===== config.mk =====
export PLATFORM = sky130hd
export DESIGN_NAME = tick_timer
export DESIGN_NICKNAME = d
export VERILOG_FILES = /design/src/rtl/tick_timer_pkg.sv /design/src/rtl/tick_downcounter.sv /design/src/rtl/tick_timer.sv
export SDC_FILE = /design/constraint.sdc
export NUM_CORES = 1
export LEC_CHECK = 0
export CAP_MARGIN = 10
export CELL_PAD_IN_SITES_DETAIL_PLACEMENT = 0
export CELL_PAD_IN_SITES_GLOBAL_PLACEMENT = 2
export CORE_ASPECT_RATIO = 0.8
export CORE_UTILIZATION = 30
export CTS_CLUSTER_SIZE = 25
export DETAILED_ROUTE_END_ITERATION = 8
export GPL_TIMING_DRIVEN = 0
export PLACE_DENSITY_LB_ADDON = 0.1
export SYNTH_ARGS = -nofsm -noshare
export SYNTH_HDL_FRONTEND = slang
export SYNTH_SLANG_ARGS = --single-unit

===== constraint.sdc =====
create_clock -name clk -period 2.9 [get_ports clk]
set_input_delay 0.58 -clock clk [delete_from_list [all_inputs] [get_ports clk]]
set_output_delay 0.58 -clock clk [all_outputs]
set_load 0.05 [all_outputs]

===== src/rtl/tick_timer_pkg.sv =====
// Shared definitions for the tick timer.
//   state_t          : controller states (IDLE, RUN)
//   TICKS_W_DEFAULT  : default width of load value / remaining count
package tick_timer_pkg;

  typedef enum logic {
    IDLE = 1'b0,
    RUN  = 1'b1
  } state_t;

  localparam int unsigned TICKS_W_DEFAULT = 16;

endpackage


===== src/rtl/tick_downcounter.sv =====
// Loadable down-counter holding the timer's remaining tick count.
//   clk, reset  : clock, asynchronous active-high reset
//   load        : load count from load_value (has priority over dec)
//   load_value  : value to load
//   dec         : decrement by one; saturates at zero
//   count       : current count (registered)
//   zero_next   : count == 1, i.e. the next decrement reaches zero
module tick_downcounter
  import tick_timer_pkg::*;
#(
  parameter int unsigned W = TICKS_W_DEFAULT
) (
  input  logic         clk,
  input  logic         reset,
  input  logic         load,
  input  logic [W-1:0] load_value,
  input  logic         dec,
  output logic [W-1:0] count,
  output logic         zero_next
);

  always_ff @(posedge clk or posedge reset) begin
    if (reset) begin
      count <= '0;
    end else if (load) begin
      count <= load_value;
    end else if (dec && (count != '0)) begin
      count <= count - W'(1);
    end
  end

  assign zero_next = (count == W'(1));

endmodule


===== src/rtl/tick_timer.sv =====
// Prescaler-driven countdown timer with one-shot and auto-reload modes.
//   clk, reset  : clock, asynchronous active-high reset
//   tick        : one decrement per single-cycle pulse while running
//   start       : load and arm from load_value (retrigger while running)
//   stop        : abort a running timer without expiry
//   periodic    : mode sampled with start (1 = auto-reload, 0 = one-shot)
//   load_value  : ticks to expiry, sampled with start
//   irq_clear   : clears irq and missed
//   busy        : high while running
//   remaining   : ticks left before expiry
//   expired     : one-cycle pulse after the expiring tick
//   irq         : sticky expiry flag
//   missed      : sticky flag, expiry while irq already pending
module tick_timer
  import tick_timer_pkg::*;
#(
  parameter int unsigned TICKS_W = TICKS_W_DEFAULT
) (
  input  logic               clk,
  input  logic               reset,
  input  logic               tick,
  input  logic               start,
  input  logic               stop,
  input  logic               periodic,
  input  logic [TICKS_W-1:0] load_value,
  input  logic               irq_clear,
  output logic               busy,
  output logic [TICKS_W-1:0] remaining,
  output logic               expired,
  output logic               irq,
  output logic               missed
);

  state_t             state, next_state;
  logic [TICKS_W-1:0] reload;
  logic               mode;

  logic               cnt_load;
  logic [TICKS_W-1:0] cnt_value;
  logic               cnt_dec;
  logic               zero_next;
  logic               latch;
  logic               expire;

  tick_downcounter #(
    .W (TICKS_W)
  ) u_count (
    .clk        (clk),
    .reset      (reset),
    .load       (cnt_load),
    .load_value (cnt_value),
    .dec        (cnt_dec),
    .count      (remaining),
    .zero_next  (zero_next)
  );

  // Priority in RUN: stop (or zero-length retrigger) > start > tick.
  // An expiring tick reloads the counter directly instead of decrementing,
  // so periodic mode has no dead cycle and the count never wraps.
  always_comb begin
    next_state = state;
    cnt_load   = 1'b0;
    cnt_value  = '0;
    cnt_dec    = 1'b0;
    latch      = 1'b0;
    expire     = 1'b0;
    case (state)
      IDLE: begin
        if (start && (load_value != '0)) begin
          next_state = RUN;
          cnt_load   = 1'b1;
          cnt_value  = load_value;
          latch      = 1'b1;
        end
      end
      RUN: begin
        if (stop || (start && (load_value == '0))) begin
          next_state = IDLE;
          cnt_load   = 1'b1;
        end else if (start) begin
          cnt_load  = 1'b1;
          cnt_value = load_value;
          latch     = 1'b1;
        end else if (tick) begin
          if (zero_next) begin
            expire   = 1'b1;
            cnt_load = 1'b1;
            if (mode) begin
              cnt_value = reload;
            end else begin
              next_state = IDLE;
            end
          end else begin
            cnt_dec = 1'b1;
          end
        end
      end
      default: next_state = IDLE;
    endcase
  end

  always_ff @(posedge clk or posedge reset) begin
    if (reset) begin
      state   <= IDLE;
      reload  <= '0;
      mode    <= 1'b0;
      expired <= 1'b0;
      irq     <= 1'b0;
      missed  <= 1'b0;
    end else begin
      state   <= next_state;
      expired <= expire;
      if (latch) begin
        reload <= load_value;
        mode   <= periodic;
      end
      // Set wins over clear for irq.
      if (expire) begin
        irq <= 1'b1;
      end else if (irq_clear) begin
        irq <= 1'b0;
      end
      // A coincident expiry and clear leaves missed as it was.
      if (expire && irq && !irq_clear) begin
        missed <= 1'b1;
      end else if (irq_clear && !expire) begin
        missed <= 1'b0;
      end
    end
  end

  assign busy = (state == RUN);

endmodule


; After elaboration in Yosys (flattened, before gate mapping)
; Cells that the tools add are included.
[classes]
add_sub_neg = 1
n_reduce_logical = 15
n_eq_ne = 1
bitwise = 1
muxes = 36
[ops]
columns = cell, n
row1 = 16-bit 2-to-1 mux, 8
row2 = 16-bit case mux with 2 select lines, 1
row3 = 16-bit nonzero test, 2
row4 = 1-bit 2-to-1 mux, 24
row5 = 16-bit by 1-bit == test with 1-bit output (second input constant), 1
row6 = 16-bit zero test, 1
row7 = 16-bit by 1-bit subtractor with 16-bit output (second input constant), 1
row8 = 1-bit logical AND, 6
row9 = 1-bit case mux with 2 select lines, 3
row10 = 2-bit nonzero test, 3
row11 = 1-bit zero test, 2
row12 = 1-bit logical OR, 1
row13 = 1-bit inverter, 1
[word_totals]
word_cells = 61
out_inout_bits = 20
ff_bits = 37
input_bits = 23

; Logic depth before layout (Yosys ltp)
[logic_depth]
ltp_word = 10
ltp_mapped = 10
depth_no_buf = 8

; Hierarchy
; Synthesis repeated with hierarchy kept, for this count alone.
[unflattened]
hier_cells = 206
area_unflattened_um2 = 2103.3
[modules_own_cells]
columns = mod, cells_per_inst, n_inst, area_each_um2
row1 = tick_downcounter, 122, 1, 1072.3
row2 = tick_timer, 84, 1, 1031.0

; Worst setup path after synthesis
; No wires, ideal clock.
[synth_timing]
kind = register -> register
startpoint = reg u_count.count[0]
endpoint = reg u_count.count[5]
path_buffers = 2
path_stages_with_launch = 10
period_less_slack_ns = 2.546
required_time_ns = 2.801
slack_ns = 0.354
arrival_time_ns = 2.447
cell_sequence = dfrtp_1 ha_1 or4b_1 nor4_4 o31a_1 or2_1 buf_6 buf_12 a211oi_1 a311oi_1
[synth_between]
elab_chain_len = 8
word_cells_on_any_way = 22
classes_between = add/sub: 1 / eq/ne: 1 / mux: 17 / reduce/logical: 3
[synth_lines]
columns = item, line_no
row1 = start: declaration, tick_downcounter.sv:18  ; output logic [W-1:0] count,
row2 = start signal: assignment, tick_downcounter.sv:26  ; count <= load_value;
row3 = start signal: assignment, tick_downcounter.sv:28  ; count <= count - W'(1);
row4 = 16-bit by 1-bit == test with 1-bit output, tick_downcounter.sv:32  ; assign zero_next = (count == W'(1));
row5 = 1-bit 2-to-1 mux, tick_timer.sv:85  ; if (zero_next) begin
row6 = 1-bit 2-to-1 mux, tick_timer.sv:84  ; end else if (tick) begin
row7 = 1-bit 2-to-1 mux, tick_timer.sv:80  ; end else if (start) begin
row8 = 1-bit 2-to-1 mux, tick_timer.sv:77  ; if (stop || (start && (load_value == '0))) begin
row9 = 1-bit 2-to-1 mux, tick_timer.sv:67  ; case (state)
row10 = 1-bit logical AND, tick_downcounter.sv:27  ; end else if (dec && (count != '0)) begin
row11 = 2-bit nonzero test (no line), -
; Several ways; a longest one is shown, not always the timed one. The select of a mux whose other input is x is not followed.
; A chain may end at the register's enable or synchronous reset.

; Worst setup path after layout
[layout_timing]
startpoint = in load_value[3]
endpoint = reg u_count.count[5]
[layout_between]
elab_chain_len = 7
word_cells_on_any_way = 16
classes_between = mux: 9 / reduce/logical: 7
[layout_lines]
columns = item, line_no
row1 = start: declaration, tick_timer.sv:25  ; input logic [TICKS_W-1:0] load_value,
row2 = 16-bit zero test, tick_timer.sv:77
row3 = 1-bit logical AND, tick_timer.sv:77
row4 = 1-bit logical OR, tick_timer.sv:77
row5 = 1-bit 2-to-1 mux, tick_timer.sv:77
row6 = 1-bit 2-to-1 mux, tick_timer.sv:67
row7 = 1-bit logical AND, tick_downcounter.sv:27
row8 = 2-bit nonzero test (no line), -
; Several ways; a longest one is shown, not always the timed one.

==> results_dict.tcl <==
set metrics [dict create \
    p_int_w 0.0008927 \
    cp_num_buf_inv 3 \
    clkTransAtPathRegs_ns 0.08 \
    power_w 0.001404 \
    io_pins 43 \
    n_antenna_cell 0 \
    h-tree-depth 2 \
    critPathSlowestCell "a221oi_1" \
    synth-edff-count 0 \
    p_switching_w 0.0005110 \
    criticalPathCategory "primary input to register" \
    port_buffers 42 \
    clkSinkCount 37 \
    drc 0 \
    worst_path_most_repeated_cell "clkbuf_1" \
    cp_cell_sequence "clkdlybuf4s50_1 -> nor4_1 -> nand4_1 -> and2_1 -> clkbuf_1 -> clkbuf_1 -> a221oi_1 -> a311oi_1" \
    core-area_mm2 0.006409 \
    numCtsBuffers 5 \
    drive_gt1_frac 0.08582 \
    cpLargestDelayFamily "buffers and inverters" \
    drv_cap 0 \
    via_count 1803 \
    p_per_area_mw_per_mm2 533.7 \
    clockBufferDepth 2 \
    status "finished clean" \
    dp.cells 344 \
    p_comb_frac 0.285 \
    slew_headroom 0.4569 \
    ys_ff_latch 37 \
    cts_tree "yes" \
    grt_pass1_wl_mm 9.266 \
    worst_slack_ns 0.1754 \
    timing.fmax_mhz 367.0 \
    clockPowerShare 0.260 \
    die_height_um 75.09 \
    async_flop_share 1.000 \
    use_met3 0.03838 \
    p_leak_nw 1.082 \
    mostFrequentLayoutCells "nand2_1 (54), clkdlybuf4s50_1 (42), dfrtp_1 (37), nor3_1 (11), nor2_1 (11)" \
    wl_per_cell_um 16.52 \
    fin_setup_tns_ns 0 \
    period_share 0.9395 \
    min_period_ns 2.725 \
    grt.total_usage 0.1787 \
    dieWidth_um 93.36 \
    stdcell_count 352 \
    pwr-share-seq 0.455 \
    antenna_found_initial 0 \
    area_growth_pct 31.29 \
    n_fill_cell 670 \
    drtIter0Drc 87 \
    grt.busiest_layer "met1" \
    yosys_warnings 0 \
    groute.layer.met2.usage 0.2525 \
    final_common_cell "nand2_1" \
    crit_fanout 10 \
    wl_mm 5.814 \
    dpl.hpwl_mm 4.230 \
    fin_skew_ns 0.007418 \
    max_slew.worst_pin.slew_ns 0.8147 \
    ant_nets 0 \
    rsz0062_at_grt "no" \
    syn_nets 244 \
    hp-class "register to register" \
    nets 293 \
    grt_max_degree 38 \
    cp.required_ns 3.05 \
    hold_violations 0 \
    rows 26 \
    seq_area_frac_synth 0.4622 \
    ys.flop_type "dfrtp_1" \
    grt_pass1_vias 1671 \
    start_util 0.3126 \
    swShare 0.3640 \
    setup_viol 0 \
    clk_root_buffer_cell "clkbuf_8" \
    syn_area_mm2 0.002003 \
    drt-vias-per-instance 5.122 \
    grt.overflow.total 0 \
    grt_use_met1 0.2756 \
    peakVddDrop_uv 199.9 \
    drtPass1Iterations 4 \
    clock_latency_ns 0.29 \
    place_ws_ns -0.2246 \
    crit_arrival_ns 2.87 \
    cpPeakStageDelay_ns 0.50 \
    synthDistinctLibCells 48 \
    die-area_mm2 0.007010 \
    final_max_slew_viol_count 0 \
    gp_congestion 0.7454 \
    critPathLaunchType "primary input" \
    syn_inst 218 \
    cp-end-kind "register" \
    postSynthAreaPerCell_um2 9.189 \
]
cell usage after synthesis, types with 5 or more instances:
master    instances  area share
nand2_1          54        0.10
a221oi_1          9       0.039
nor2_1           11       0.021
nand3_1           6       0.015
dfrtp_1          37        0.46
o21ai_0           6       0.015
a22oi_1           5       0.019
inv_1             5      0.0094
clkbuf_1          6       0.011
nor3_1           11       0.027
a211oi_1          6       0.022
nor4_1            7       0.022
per-layer routing:
| metal | vias to the layer above | share of wire | wire, um |
|---|---|---|---|
| met1 | 856 | 0.53 | 3061 |
| met2 | 46 | 0.43 | 2489 |
| li1 | 899 | - | - |
| met4 | 0 | 0.0036 | 21 |
| met3 | 2 | 0.042 | 242 |
| met5 | - | 0 | 0 |
sequential cells by signal, summed over array words and instances (netlist names):
signal	flops
expired	1
reload	16
busy	1
irq	1
mode	1
missed	1
u_count.count	16
worst min-delay path, cell delays in order (launching register included):
cell	delay, ns
dfrtp_1	0.35
nand2_1	0.05
nand2_1	0.05
cell families (layout without fill, tap and decap cells):
family | count (synthesis) | in the layout | share of synthesized area
and+or+nand+nor | 111 | 111 | 0.2761
AOI/OAI and AO/OA | 44 | 44 | 0.1705
DFF | 37 | 37 | 0.4622
buffers and inverters | 17 | 67 | 0.04559
xor gates and xnor gates | 5 | 5 | 0.02186
adders and majority gates | 3 | 3 | 0.01874
muxes | 1 | 1 | 0.004997
timing repair:
item,in CTS,in global routing
gates resized for setup,0,5
endpoints found under the setup margin,0,6
setup buffers,0,0
hold buffers,0,0
area by class of cell:
| class | instances | area, um^2 | area share |
|---|---|---|---|
| buffer | 12 | 75.07 | 0.02854 |
| multi-input combinational | 164 | 998.5 | 0.3796 |
| clock inverter | 3 | 17.52 | 0.006660 |
| timing repair buffer | 42 | 420.4 | 0.1598 |
| sequential | 37 | 925.9 | 0.3520 |
| clock buffer | 5 | 68.82 | 0.02617 |
| tap | 84 | 105.1 | 0.03996 |
| inverter | 5 | 18.77 | 0.007136 |
stage by stage:
step / hold slack (ns) / utilization / instance area, um^2
after floorplan: 0.4465 / - / 2003
after global placement: 0.4600 / 0.3946 / 2529
after detailed placement: 0.4636 / 0.3946 / 2529
after CTS: 0.4842 / 0.4080 / 2615
after global routing: 0.5064 / 0.4104 / 2630
final: 0.4804 / 0.4104 / 2630
path summary, 6_finish.rpt:
path                                  startpoint                end  slack, ns  depth (start not counted)
min in group asynchronous                  reset          reload[5]       0.75                          2
worst max register to register  u_count.count[1]  u_count.count[13]       0.19                          9
worst max-delay path               load_value[3]   u_count.count[5]       0.18                          8
worst min register to register         reload[3]          reload[3]       0.48                          2
max in group asynchronous                  reset         reload[12]       1.62                          2
worst min-delay path                   reload[3]          reload[3]       0.48                          2
power by group through the flow:
| stage | logic [W] | registers, W | clock network (W) |
|---|---|---|---|
| after CTS | 0.000402 | 0.000637 | 0.000379 |
| after global placement | 0.000400 | 0.000647 | 0 |
| after floorplan | 0.000161 | 0.000727 | 0 |
| after detailed placement | 0.000400 | 0.000648 | 0 |
| after global routing | 0.000435 | 0.000648 | 0.000404 |
| final | 0.000400 | 0.000638 | 0.000366 |
No activity file was read; power rests on OpenSTA's default activity.
